### config.mk
export PLATFORM = sky130hd
export DESIGN_NAME = div_unit
export DESIGN_NICKNAME = d
export VERILOG_FILES = /design/src/rtl/div_unit_pkg.sv /design/src/rtl/div_unit_step.sv /design/src/rtl/div_unit.sv
export SDC_FILE = /design/constraint.sdc
export NUM_CORES = 1
export LEC_CHECK = 0
export ABC_CLOCK_PERIOD_IN_PS = 10800
export CORE_MARGIN = 1.5
export CORE_UTILIZATION = 35
export DETAILED_ROUTE_END_ITERATION = 10
export PLACE_DENSITY = 0.61
export SYNTH_ARGS = -nofsm -noshare
export SYNTH_HDL_FRONTEND = slang
export SYNTH_SLANG_ARGS = --single-unit
### constraint.sdc
create_clock -name clk -period 10.8 [get_ports clk]
set_clock_uncertainty 0.15 [all_clocks]
set_input_delay 2.16 -clock clk [delete_from_list [all_inputs] [get_ports clk]]
set_output_delay 2.16 -clock clk [all_outputs]
set_load 0.005 [all_outputs]
### src/rtl/div_unit_pkg.sv
// Shared control definitions for the divide unit and the decoder that issues to it.
// Holds the divsel encodings, the divider state enum and the default datapath width.
// Pure declarations; no timing or flow-control behaviour lives here.
package div_unit_pkg;

    localparam int XLEN_DEFAULT = 32;
    localparam int CNT_W        = 6;

    localparam logic [2:0] DIVSEL_DIV  = 3'b001;
    localparam logic [2:0] DIVSEL_DIVU = 3'b010;
    localparam logic [2:0] DIVSEL_REM  = 3'b011;
    localparam logic [2:0] DIVSEL_REMU = 3'b100;

    typedef enum logic [1:0] {
        ST_IDLE = 2'b00,
        ST_CALC = 2'b01,
        ST_DONE = 2'b10
    } div_state_e;

    function automatic logic divsel_valid(input logic [2:0] sel);
        return (sel == DIVSEL_DIV) || (sel == DIVSEL_DIVU) ||
               (sel == DIVSEL_REM) || (sel == DIVSEL_REMU);
    endfunction

    function automatic logic divsel_signed(input logic [2:0] sel);
        return (sel == DIVSEL_DIV) || (sel == DIVSEL_REM);
    endfunction

    function automatic logic divsel_is_rem(input logic [2:0] sel);
        return (sel == DIVSEL_REM) || (sel == DIVSEL_REMU);
    endfunction

endpackage

### src/rtl/div_unit_step.sv
// One restoring shift-subtract iteration of an unsigned divide.
// Purely combinational, zero latency.
// No flow control; the caller decides when the result is registered.
module div_step
    import div_unit_pkg::*;
#(
    parameter int XLEN = XLEN_DEFAULT
) (
    input  logic [XLEN:0]   rem_i,
    input  logic [XLEN-1:0] quo_i,
    input  logic [XLEN-1:0] divisor_i,
    output logic [XLEN:0]   rem_o,
    output logic [XLEN-1:0] quo_o
);

    logic [XLEN+1:0] shifted;
    logic [XLEN+1:0] diff;
    logic            fits;

    // Shift the next dividend bit into the remainder; keep the trial
    // difference only when it does not borrow. The extra top bit makes the
    // borrow visible even though the partial remainder is XLEN+1 wide.
    always_comb begin
        shifted = {rem_i, quo_i[XLEN-1]};
        diff    = shifted - {2'b00, divisor_i};
        fits    = ~diff[XLEN+1];
        rem_o   = fits ? diff[XLEN:0] : shifted[XLEN:0];
        quo_o   = {quo_i[XLEN-2:0], fits};
    end

endmodule

### src/rtl/div_unit.sv
// Iterative signed/unsigned divide and remainder unit, one quotient bit per cycle.
// Latency: result 32 edges after the start edge, or on the start edge for divide-by-zero / overflow.
// Backpressure: busy is held while occupied; starts offered while busy are ignored, flush aborts.
module div_unit
    import div_unit_pkg::*;
#(
    parameter int XLEN = XLEN_DEFAULT,
    parameter int TAGW = 5
) (
    input  logic            clk,
    input  logic            rst_n,
    input  logic            div_inst,
    input  logic [2:0]      divsel,
    input  logic            flush,
    input  logic [XLEN-1:0] rs1,
    input  logic [XLEN-1:0] rs2,
    input  logic [TAGW-1:0] rd_in,
    output logic            busy,
    output logic            done,
    output logic [XLEN-1:0] result,
    output logic [TAGW-1:0] rd_out
);

    localparam logic [XLEN-1:0]  ONE_VAL  = {{(XLEN-1){1'b0}}, 1'b1};
    localparam logic [XLEN-1:0]  MIN_VAL  = {1'b1, {(XLEN-1){1'b0}}};
    localparam logic [CNT_W-1:0] CNT_LAST = CNT_W'(XLEN - 1);

    function automatic logic [XLEN-1:0] negate(input logic [XLEN-1:0] v);
        return (~v) + ONE_VAL;
    endfunction

    div_state_e       state_q, state_d;
    logic [CNT_W-1:0] cnt_q, cnt_d;
    logic [2:0]       op_q, op_d;
    logic [TAGW-1:0]  tag_q, tag_d;
    logic [TAGW-1:0]  rd_out_q, rd_out_d;
    logic             neg1_q, neg1_d;
    logic             neg2_q, neg2_d;
    logic [XLEN-1:0]  divisor_q, divisor_d;
    logic [XLEN-1:0]  quo_q, quo_d;
    logic [XLEN:0]    rem_q, rem_d;
    logic [XLEN-1:0]  result_q, result_d;

    logic [XLEN:0]    step_rem;
    logic [XLEN-1:0]  step_quo;

    logic             start;
    logic             sgn_op;
    logic             by_zero;
    logic             ovf;
    logic [XLEN-1:0]  opa;
    logic [XLEN-1:0]  opb;
    logic [XLEN-1:0]  special_res;
    logic [XLEN-1:0]  final_res;

    div_step #(
        .XLEN (XLEN)
    ) u_step (
        .rem_i     (rem_q),
        .quo_i     (quo_q),
        .divisor_i (divisor_q),
        .rem_o     (step_rem),
        .quo_o     (step_quo)
    );

    // Issue-side decode: accept, special-case detection, operand magnitudes.
    always_comb begin
        sgn_op  = divsel_signed(divsel);
        start   = div_inst && divsel_valid(divsel) && !flush && (state_q == ST_IDLE);
        by_zero = (rs2 == '0);
        ovf     = sgn_op && (rs1 == MIN_VAL) && (rs2 == '1);
        opa     = (sgn_op && rs1[XLEN-1]) ? negate(rs1) : rs1;
        opb     = (sgn_op && rs2[XLEN-1]) ? negate(rs2) : rs2;
        if (by_zero) begin
            special_res = divsel_is_rem(divsel) ? rs1 : '1;
        end else begin
            special_res = divsel_is_rem(divsel) ? '0 : MIN_VAL;
        end
    end

    // Sign correction of the last iteration's output; unsigned ops carry clear sign flags.
    always_comb begin
        if (divsel_is_rem(op_q)) begin
            final_res = neg1_q ? negate(step_rem[XLEN-1:0]) : step_rem[XLEN-1:0];
        end else begin
            final_res = (neg1_q ^ neg2_q) ? negate(step_quo) : step_quo;
        end
    end

    // Next-state and datapath update; flush overrides every transition.
    always_comb begin
        state_d   = state_q;
        cnt_d     = cnt_q;
        op_d      = op_q;
        tag_d     = tag_q;
        rd_out_d  = rd_out_q;
        neg1_d    = neg1_q;
        neg2_d    = neg2_q;
        divisor_d = divisor_q;
        quo_d     = quo_q;
        rem_d     = rem_q;
        result_d  = result_q;

        case (state_q)
            ST_IDLE: begin
                if (start) begin
                    op_d      = divsel;
                    tag_d     = rd_in;
                    neg1_d    = sgn_op && rs1[XLEN-1];
                    neg2_d    = sgn_op && rs2[XLEN-1];
                    divisor_d = opb;
                    quo_d     = opa;
                    rem_d     = '0;
                    cnt_d     = '0;
                    if (by_zero || ovf) begin
                        state_d  = ST_DONE;
                        result_d = special_res;
                        rd_out_d = rd_in;
                    end else begin
                        state_d  = ST_CALC;
                    end
                end
            end
            ST_CALC: begin
                rem_d = step_rem;
                quo_d = step_quo;
                cnt_d = cnt_q + 1'b1;
                if (cnt_q == CNT_LAST) begin
                    state_d  = ST_DONE;
                    cnt_d    = '0;
                    result_d = final_res;
                    rd_out_d = tag_q;
                end
            end
            ST_DONE: begin
                state_d = ST_IDLE;
            end
            default: begin
                state_d = ST_IDLE;
            end
        endcase

        if (flush) begin
            state_d  = ST_IDLE;
            cnt_d    = '0;
            result_d = result_q;
            rd_out_d = rd_out_q;
        end
    end

    // State register.
    always_ff @(posedge clk or negedge rst_n) begin
        if (!rst_n) begin
            state_q <= ST_IDLE;
        end else begin
            state_q <= state_d;
        end
    end

    // Datapath and output registers.
    always_ff @(posedge clk or negedge rst_n) begin
        if (!rst_n) begin
            cnt_q     <= '0;
            op_q      <= '0;
            tag_q     <= '0;
            rd_out_q  <= '0;
            neg1_q    <= 1'b0;
            neg2_q    <= 1'b0;
            divisor_q <= '0;
            quo_q     <= '0;
            rem_q     <= '0;
            result_q  <= '0;
        end else begin
            cnt_q     <= cnt_d;
            op_q      <= op_d;
            tag_q     <= tag_d;
            rd_out_q  <= rd_out_d;
            neg1_q    <= neg1_d;
            neg2_q    <= neg2_d;
            divisor_q <= divisor_d;
            quo_q     <= quo_d;
            rem_q     <= rem_d;
            result_q  <= result_d;
        end
    end

    assign busy   = (state_q != ST_IDLE);
    assign done   = (state_q == ST_DONE);
    assign result = result_q;
    assign rd_out = rd_out_q;

endmodule

==> flow_summary.toml, run 1 <==
[timing]
fin_crit_sh = 0.648
setup_tns_ns = 0
rsz0062_at_grt = "false"
fmax_ghz = 0.143
fin_crit_ns = 6.99
max_slew_margin = 0.365
setup_viol = 0
maxSlewViolCount = 0
tightest_slew_ns = 0.945
hold_viol = 0

[yosys]
synth_edf_count = 0
ys_ff_latch = 152
syn_area_mm2 = 0.0124
syn_avg_cell_area_um2 = 7.93
async_reset_ff_frac = 1.00
synthCells = 1558
syn_nets = 1673
synth.distinct_cells = 96
ys_seq_area_frac = 0.308
yosys_warnings = 0
ys.flop_type = "dfrtp_1"

[clock_network]
clk_latency_ns = 0.45
cts_setup_buffers = 0
clockRootBuffer = "clkbuf_16"
path_clk_slew_ns = 0.07
cts_made_buffers = 17
clock_sinks = 152
cts_hold_buf = 0
cts_max_level = 4
cts_buffer_depth = 2
tritoncts = "yes"
ctsResizeCount = 0

[place]
port_buffers = 114
place_congestion = 0.942
hpwl_um = 30600

[grt]
grt.total_usage = 0.224
antenna_found_initial = 0
grt_pass1_vias = 11200
overflow = 0
grt_max_degree = 94
grt_pass1_wl_um = 63800

[critical_path]
cp-start-kind = "input port"
cp.arrival_ns = 7.18
cp-startpoint = "rs2[1]"
critPathKind = "input port to flip-flop"
slowest_stage = "or4_4"
r2r_setup_slack_ns = 4.42
path_max_fanout = 52
cp_top_family = "simple AND/OR/NAND/NOR gates"
endpoint_kind = "flip-flop"
critPathRequiredTime_ns = 10.99
cp_num_cells = 15
slowest_delay_ns = 0.69
crit_chain = "clkdlybuf4s50_1, inv_1, ha_1, nor3b_1, nand2_1, or4_4, nor4_4, and2_1, nor3_1, or4_4, inv_2, o21ai_1, a31oi_1, o21ai_1, o32a_1"
r2r_end = "result[26]$_DFFE_PN0P_"
endpoint = "result[31]$_DFFE_PN0P_"
worst-path-buf-inv = 3
r2r_start = "rem_q[11]$_DFFE_PN0P_"
reg2reg_depth = 18

[power]
p_total_mw = 3.91
vdd_drop_max_mv = 0.161
powerDensity_mw_per_mm2 = 273
leakage_nw = 5.73

[drt]
viasPerCell = 5.74
postRouteAntennaNets = 0
dr.pass1.iters = 5
dr.first_iter.drc_count = 1003
drc_errors = 0
vias = 11900
wl_per_cell_um = 19.6
wl_um = 40800

[worst_hold_path]
hold_class = "flip-flop to flip-flop"

[cells_and_area]
layout-drive-gt1-share = 0.0659
final_net_count = 1725
antenna_cells = 0
area_growth_pct = 16.2
fill_cells = 3499

[floorplan]
dieArea_mm2 = 0.0364
die_h_um = 191
chipWidth_um = 191
io_pins = 115
start_util = 0.357
std_cell_rows = 68
core-area_mm2 = 0.0346

[flow_run]
maxCapViolations = 0

[status]
status = "complete, no violations"
## worst reg2reg max path: cells and delay by family, from the launching register on
family | cells | cell delay (ns)
AOI/OAI and AO/OA | 10 | 3.10
xor gates and xnor gates | 1 | 0.15
and+or+nand+nor | 3 | 0.88
DFF | 1 | 0.43
adders and majority gates | 2 | 0.89
buffers and inverters | 2 | 0.71
## through the flow
step	hold slack [ns]	instances	instance area, um2	worst slack, ns	utilization
3_3_place_gp	0.307	2046	13800	3.56	0.397
4_1_cts	0.331	2078	14400	3.87	0.414
6_report	0.329	2078	14400	3.81	0.414
3_5_place_dp	0.312	2046	13800	3.43	0.397
2_1_floorplan	0.287	1558	12400	5.57	-
5_1_grt	0.338	2078	14400	3.54	0.414
## kinds of logic (layout without fill, tap and decap cells)
logic type	Yosys count	in the layout	share of synthesized area
DFF	152	152	0.308
adders and majority gates	39	39	0.0401
AOI/OAI and AO/OA	518	518	0.271
buffers and inverters	150	215	0.0515
and+or+nand+nor	534	534	0.209
xor gates and xnor gates	136	136	0.0964
muxes	29	29	0.0237
## final cells by class
type	count	area, um2	area share
tap	455	569	0.0397
sequential	152	3800	0.265
clock inverter	15	165	0.0115
inverter	55	206	0.0144
multi-input combinational	1256	7940	0.553
clock buffer	17	425	0.0296
timing repair buffer	128	1250	0.0869
## routing by layer
metal	up-vias	track usage	wire length, um
met3	66	0.0392	2290
met4	0	0.0921	1390
met5	-	0	0
met2	351	0.353	18700
met1	5788	0.302	18400
li1	5723	-	-
## Yosys cell counts (5+ instances only)
library cell	n	area [um2]
nand3_1	22	110
nand3b_1	8	60.1
and2_1	9	56.3
a221o_1	5	50.1
nor2_1	117	439
nor3_1	29	145
buf_2	13	65.1
o21ai_1	8	40.0
mux2i_1	27	270
o221ai_1	5	43.8
and4_1	7	61.3
a211oi_1	16	120
o21a_1	8	60.1
nor4_1	15	93.8
a41oi_1	5	43.8
a21o_1	14	105
or2_2	11	68.8
nor3b_1	5	37.5
nand2_1	209	785
buf_4	7	52.6
a22oi_1	32	240
nor2b_1	10	62.6
nand4_1	22	138
dfrtp_1	152	3800
clkbuf_1	67	251
nand2b_1	9	56.3
inv_1	53	199
ha_1	38	475
o31ai_1	22	165
o21ai_0	199	996
or3_1	21	131
or4_1	10	75.1
a21oi_1	93	465
xor2_1	60	526
a31oi_1	27	169
o211ai_1	15	113
xnor2_1	76	666
and3_1	6	37.5
o32ai_1	6	52.6
## power breakdown
group          switching [mW]  internal [mW]
sequential              0.191          0.715
combinational            1.48          0.911
clock                   0.274          0.345
## sequential cells by signal (all words and copies together) (netlist names)
signal and flops:
state_q 2, neg2_q 1, quo_q 32, divisor_q 32, rd_out 5, neg1_q 1, op_q 3, cnt_q 6
result 32, tag_q 5, rem_q 33
## layout by cell type (no fill, tap or decap), drive strengths merged, types with 29 or more instances in the layout
cell type and count:
clkdlybuf4s50 113, xnor2 76, a21oi 94, a22oi 32, nor3 30, nand2 211, xor2 60, dfrtp 152
nor2 119, a31oi 29, o21ai 207, inv 61, ha 38
## worst min path at each step
stage | startpoint | endpoint | slack (ns) | depth (start not counted)
final | cnt_q[5]$_DFFE_PN0P_ | cnt_q[5]$_DFFE_PN0P_ | 0.33 | 1
after CTS | tag_q[0]$_DFFE_PN0P_ | tag_q[0]$_DFFE_PN0P_ | 0.33 | 2
after detailed placement | tag_q[4]$_DFFE_PN0P_ | tag_q[4]$_DFFE_PN0P_ | 0.31 | 2
after global placement | tag_q[4]$_DFFE_PN0P_ | tag_q[4]$_DFFE_PN0P_ | 0.31 | 2
after global routing | tag_q[4]$_DFFE_PN0P_ | tag_q[4]$_DFFE_PN0P_ | 0.34 | 2
after floorplan | cnt_q[5]$_DFFE_PN0P_ | cnt_q[5]$_DFFE_PN0P_ | 0.29 | 1
No activity file was read; power rests on OpenSTA's default activity.
==> run 2, diff against run 1 <==
--- a/config.mk
+++ b/config.mk
@@ -5,11 +5,11 @@
 export SDC_FILE = /design/constraint.sdc
 export NUM_CORES = 1
 export LEC_CHECK = 0
-export ABC_CLOCK_PERIOD_IN_PS = 10800
+export ABC_CLOCK_PERIOD_IN_PS = 5800
 export CORE_MARGIN = 1.5
 export CORE_UTILIZATION = 35
 export DETAILED_ROUTE_END_ITERATION = 10
-export PLACE_DENSITY = 0.61
+export PLACE_DENSITY = 0.63
 export SYNTH_ARGS = -nofsm -noshare
 export SYNTH_HDL_FRONTEND = slang
 export SYNTH_SLANG_ARGS = --single-unit
==> constraint.sdc (replaced) <==
create_clock -name clk -period 5.8 [get_ports clk]
set_clock_uncertainty 0.15 [all_clocks]
set_input_delay 1.16 -clock clk [delete_from_list [all_inputs] [get_ports clk]]
set_output_delay 1.16 -clock clk [all_outputs]
set_load 0.005 [all_outputs]
==> run 2 against run 1 <==
Effect of this change:
- total power grew 89%
- setup slack lost 3.4 ns
- first-iteration DRC count grew 5.4%
- combinational power grew 90%
- count of clock-buffer cells in the layout is the same
- sequential share of layout area shrank 0.25 points
- via count grew 0.77%
- critical path depth grew 4
- non-clock buffer count grew 15
- final cell count grew 0.77%
==> flow_summary.toml, run 2 (synthesis results as in run 1) <==
[floorplan]
std_cell_rows = 68
io_pins = 115
die_h_um = 191
start_util = 0.357
chipWidth_um = 191
dieArea_mm2 = 0.0364
core-area_mm2 = 0.0346

[clock_network]
path_clk_slew_ns = 0.07
clockRootBuffer = "clkbuf_16"
clk_latency_ns = 0.45
clock_sinks = 152
cts_buffer_depth = 2
cts_setup_buffers = 0
cts_made_buffers = 17
tritoncts = "yes"
cts_max_level = 4

[timing]
hold_viol = 0
setup_viol = 0
fin_crit_sh = 0.925
rsz0062_at_grt = "false"
setup_tns_ns = 0
tightest_slew_ns = 0.967
setup_slack_ns = 0.433
maxSlewViolCount = 0
max_slew_margin = 0.355
fin_crit_ns = 5.37
fmax_ghz = 0.186

[drt]
vias = 12000
wl_um = 41400
wl_per_cell_um = 19.8
postRouteAntennaNets = 0
viasPerCell = 5.74
drc_errors = 0
dr.first_iter.drc_count = 1057
dr.pass1.iters = 7

[critical_path]
r2r_setup_slack_ns = 0.43
path_max_fanout = 26
cp.arrival_ns = 5.57
r2r_start = "rem_q[11]$_DFFE_PN0P_"
cp-start-kind = "flip-flop"
reg2reg_depth = 19
critPathRequiredTime_ns = 6.00
critPathKind = "flip-flop to flip-flop"
r2r_end = "result[26]$_DFFE_PN0P_"
endpoint_kind = "flip-flop"

[power]
powerDensity_mw_per_mm2 = 509
vdd_drop_max_mv = 0.360
leakage_nw = 5.81
p_total_mw = 7.38

[cells_and_area]
regMostFlops = "rem_q"
register_area_mm2 = 0.00380
fill_cells = 3520
final_net_count = 1740
layout_commonest_cell = "nand2_1"
final_cells = 2094
area_growth_pct = 17.3
design_area_mm2 = 0.0145
layout-drive-gt1-share = 0.0757
mostFrequentLayoutCells = "209 x nand2_1, 198 x o21ai_0, 152 x dfrtp_1"
multiInputGateArea_mm2 = 0.00794
largest_reg_flops = 33

[worst_hold_path]
hold_class = "flip-flop to flip-flop"
hold_end = "cnt_q[5]$_DFFE_PN0P_"
hp-start = "cnt_q[5]$_DFFE_PN0P_"
whs_path_depth = 1

[grt]
overflow = 0
grt_pass1_wl_um = 65900
grt.total_usage = 0.231
grt_max_degree = 75
grt_pass1_vias = 11600
antenna_found_initial = 3

[place]
postPlaceCellArea_mm2 = 0.0139
placed_cells = 2061
dpl_worst_slack_ns = 0.381
hpwl_um = 31300
place_congestion = 0.909
port_buffers = 114

[flow_run]
maxCapViolations = 0

[status]
status = "complete, no violations"
[run 2: cell types whose count changed in the layout (fill, tap and decap cells not counted), sizes merged]
cell / previous run / this run
diode: 0 / 1
inv: 61 / 65
buf: 15 / 30
clkinvlp: 3 / 2
clkinv: 4 / 2
bufinv: 2 / 1
[run 2: area by class of cell]
type / count / area share
Multi-Input combinational cell: 1256 / 0.548
Sequential cell: 152 / 0.263
Timing Repair Buffer: 143 / 0.0939
Tap cell: 455 / 0.0393
Clock buffer: 17 / 0.0294
Inverter: 55 / 0.0142
Clock inverter: 15 / 0.0123
Antenna cell: 1 / 0.000173
[run 2: power by group]
part | switching, mW | total (mW) | leakage [nW] | internal [mW]
Sequential | 0.339 | 1.67 | 1.97 | 1.33
Clock | 0.554 | 1.17 | 0.291 | 0.620
Combinational | 2.81 | 4.53 | 3.55 | 1.72
Total | 3.70 | 7.38 | 5.81 | 3.67
[run 2: repair_timing]
item,CTS,global route
hold buffers,0,0
resized for setup,0,4
setup endpoints to repair,0,3
[run 2: how the worst max path moves through the flow]
stage,startpoint,endpoint,slack [ns],cells after the start
finish,rem_q[11]$_DFFE_PN0P_,result[26]$_DFFE_PN0P_,0.43,19
global placement,rem_q[11]$_DFFE_PN0P_,result[26]$_DFFE_PN0P_,0.45,19
detailed placement,rem_q[11]$_DFFE_PN0P_,result[26]$_DFFE_PN0P_,0.38,19
CTS,rem_q[11]$_DFFE_PN0P_,result[26]$_DFFE_PN0P_,0.36,19
global route,rem_q[11]$_DFFE_PN0P_,result[30]$_DFFE_PN0P_,0.06,18
floorplan,rem_q[10]$_DFFE_PN0P_,result[30]$_DFFE_PN0P_,0.66,22
[run 2: worst max-delay path, cell delays in order, from the launching register on]
cell and delay (ns):
dfrtp_1 0.41, ha_1 0.48, nand2_2 0.13, or4_4 0.57
a211oi_4 0.28, o31a_2 0.21, a211oi_4 0.05, inv_2 0.12
buf_4 0.33, ha_1 0.34, nand2_1 0.16, o41ai_1 0.34
buf_4 0.19, o21ai_0 0.22, a21oi_1 0.32, xnor2_1 0.15
o21ai_0 0.12, a21oi_2 0.35, o21ai_0 0.15, o31ai_1 0.19
[run 2: metrics by stage]
step                      hold WS [ns]   util
after CTS                        0.327  0.418
final                            0.327  0.418
after floorplan                  0.287      -
after global placement           0.307  0.401
after detailed placement         0.312  0.401
after global routing             0.352  0.418
[run 2: per-layer routing]
layer  global-route usage  vias up  routed length [um]
li1                     -     5768                   -
met1                0.321     5798               18900
met2                0.360      384               18800
met3               0.0344       70                2350
met4               0.0902        0                1340
met5                    0        -                   0
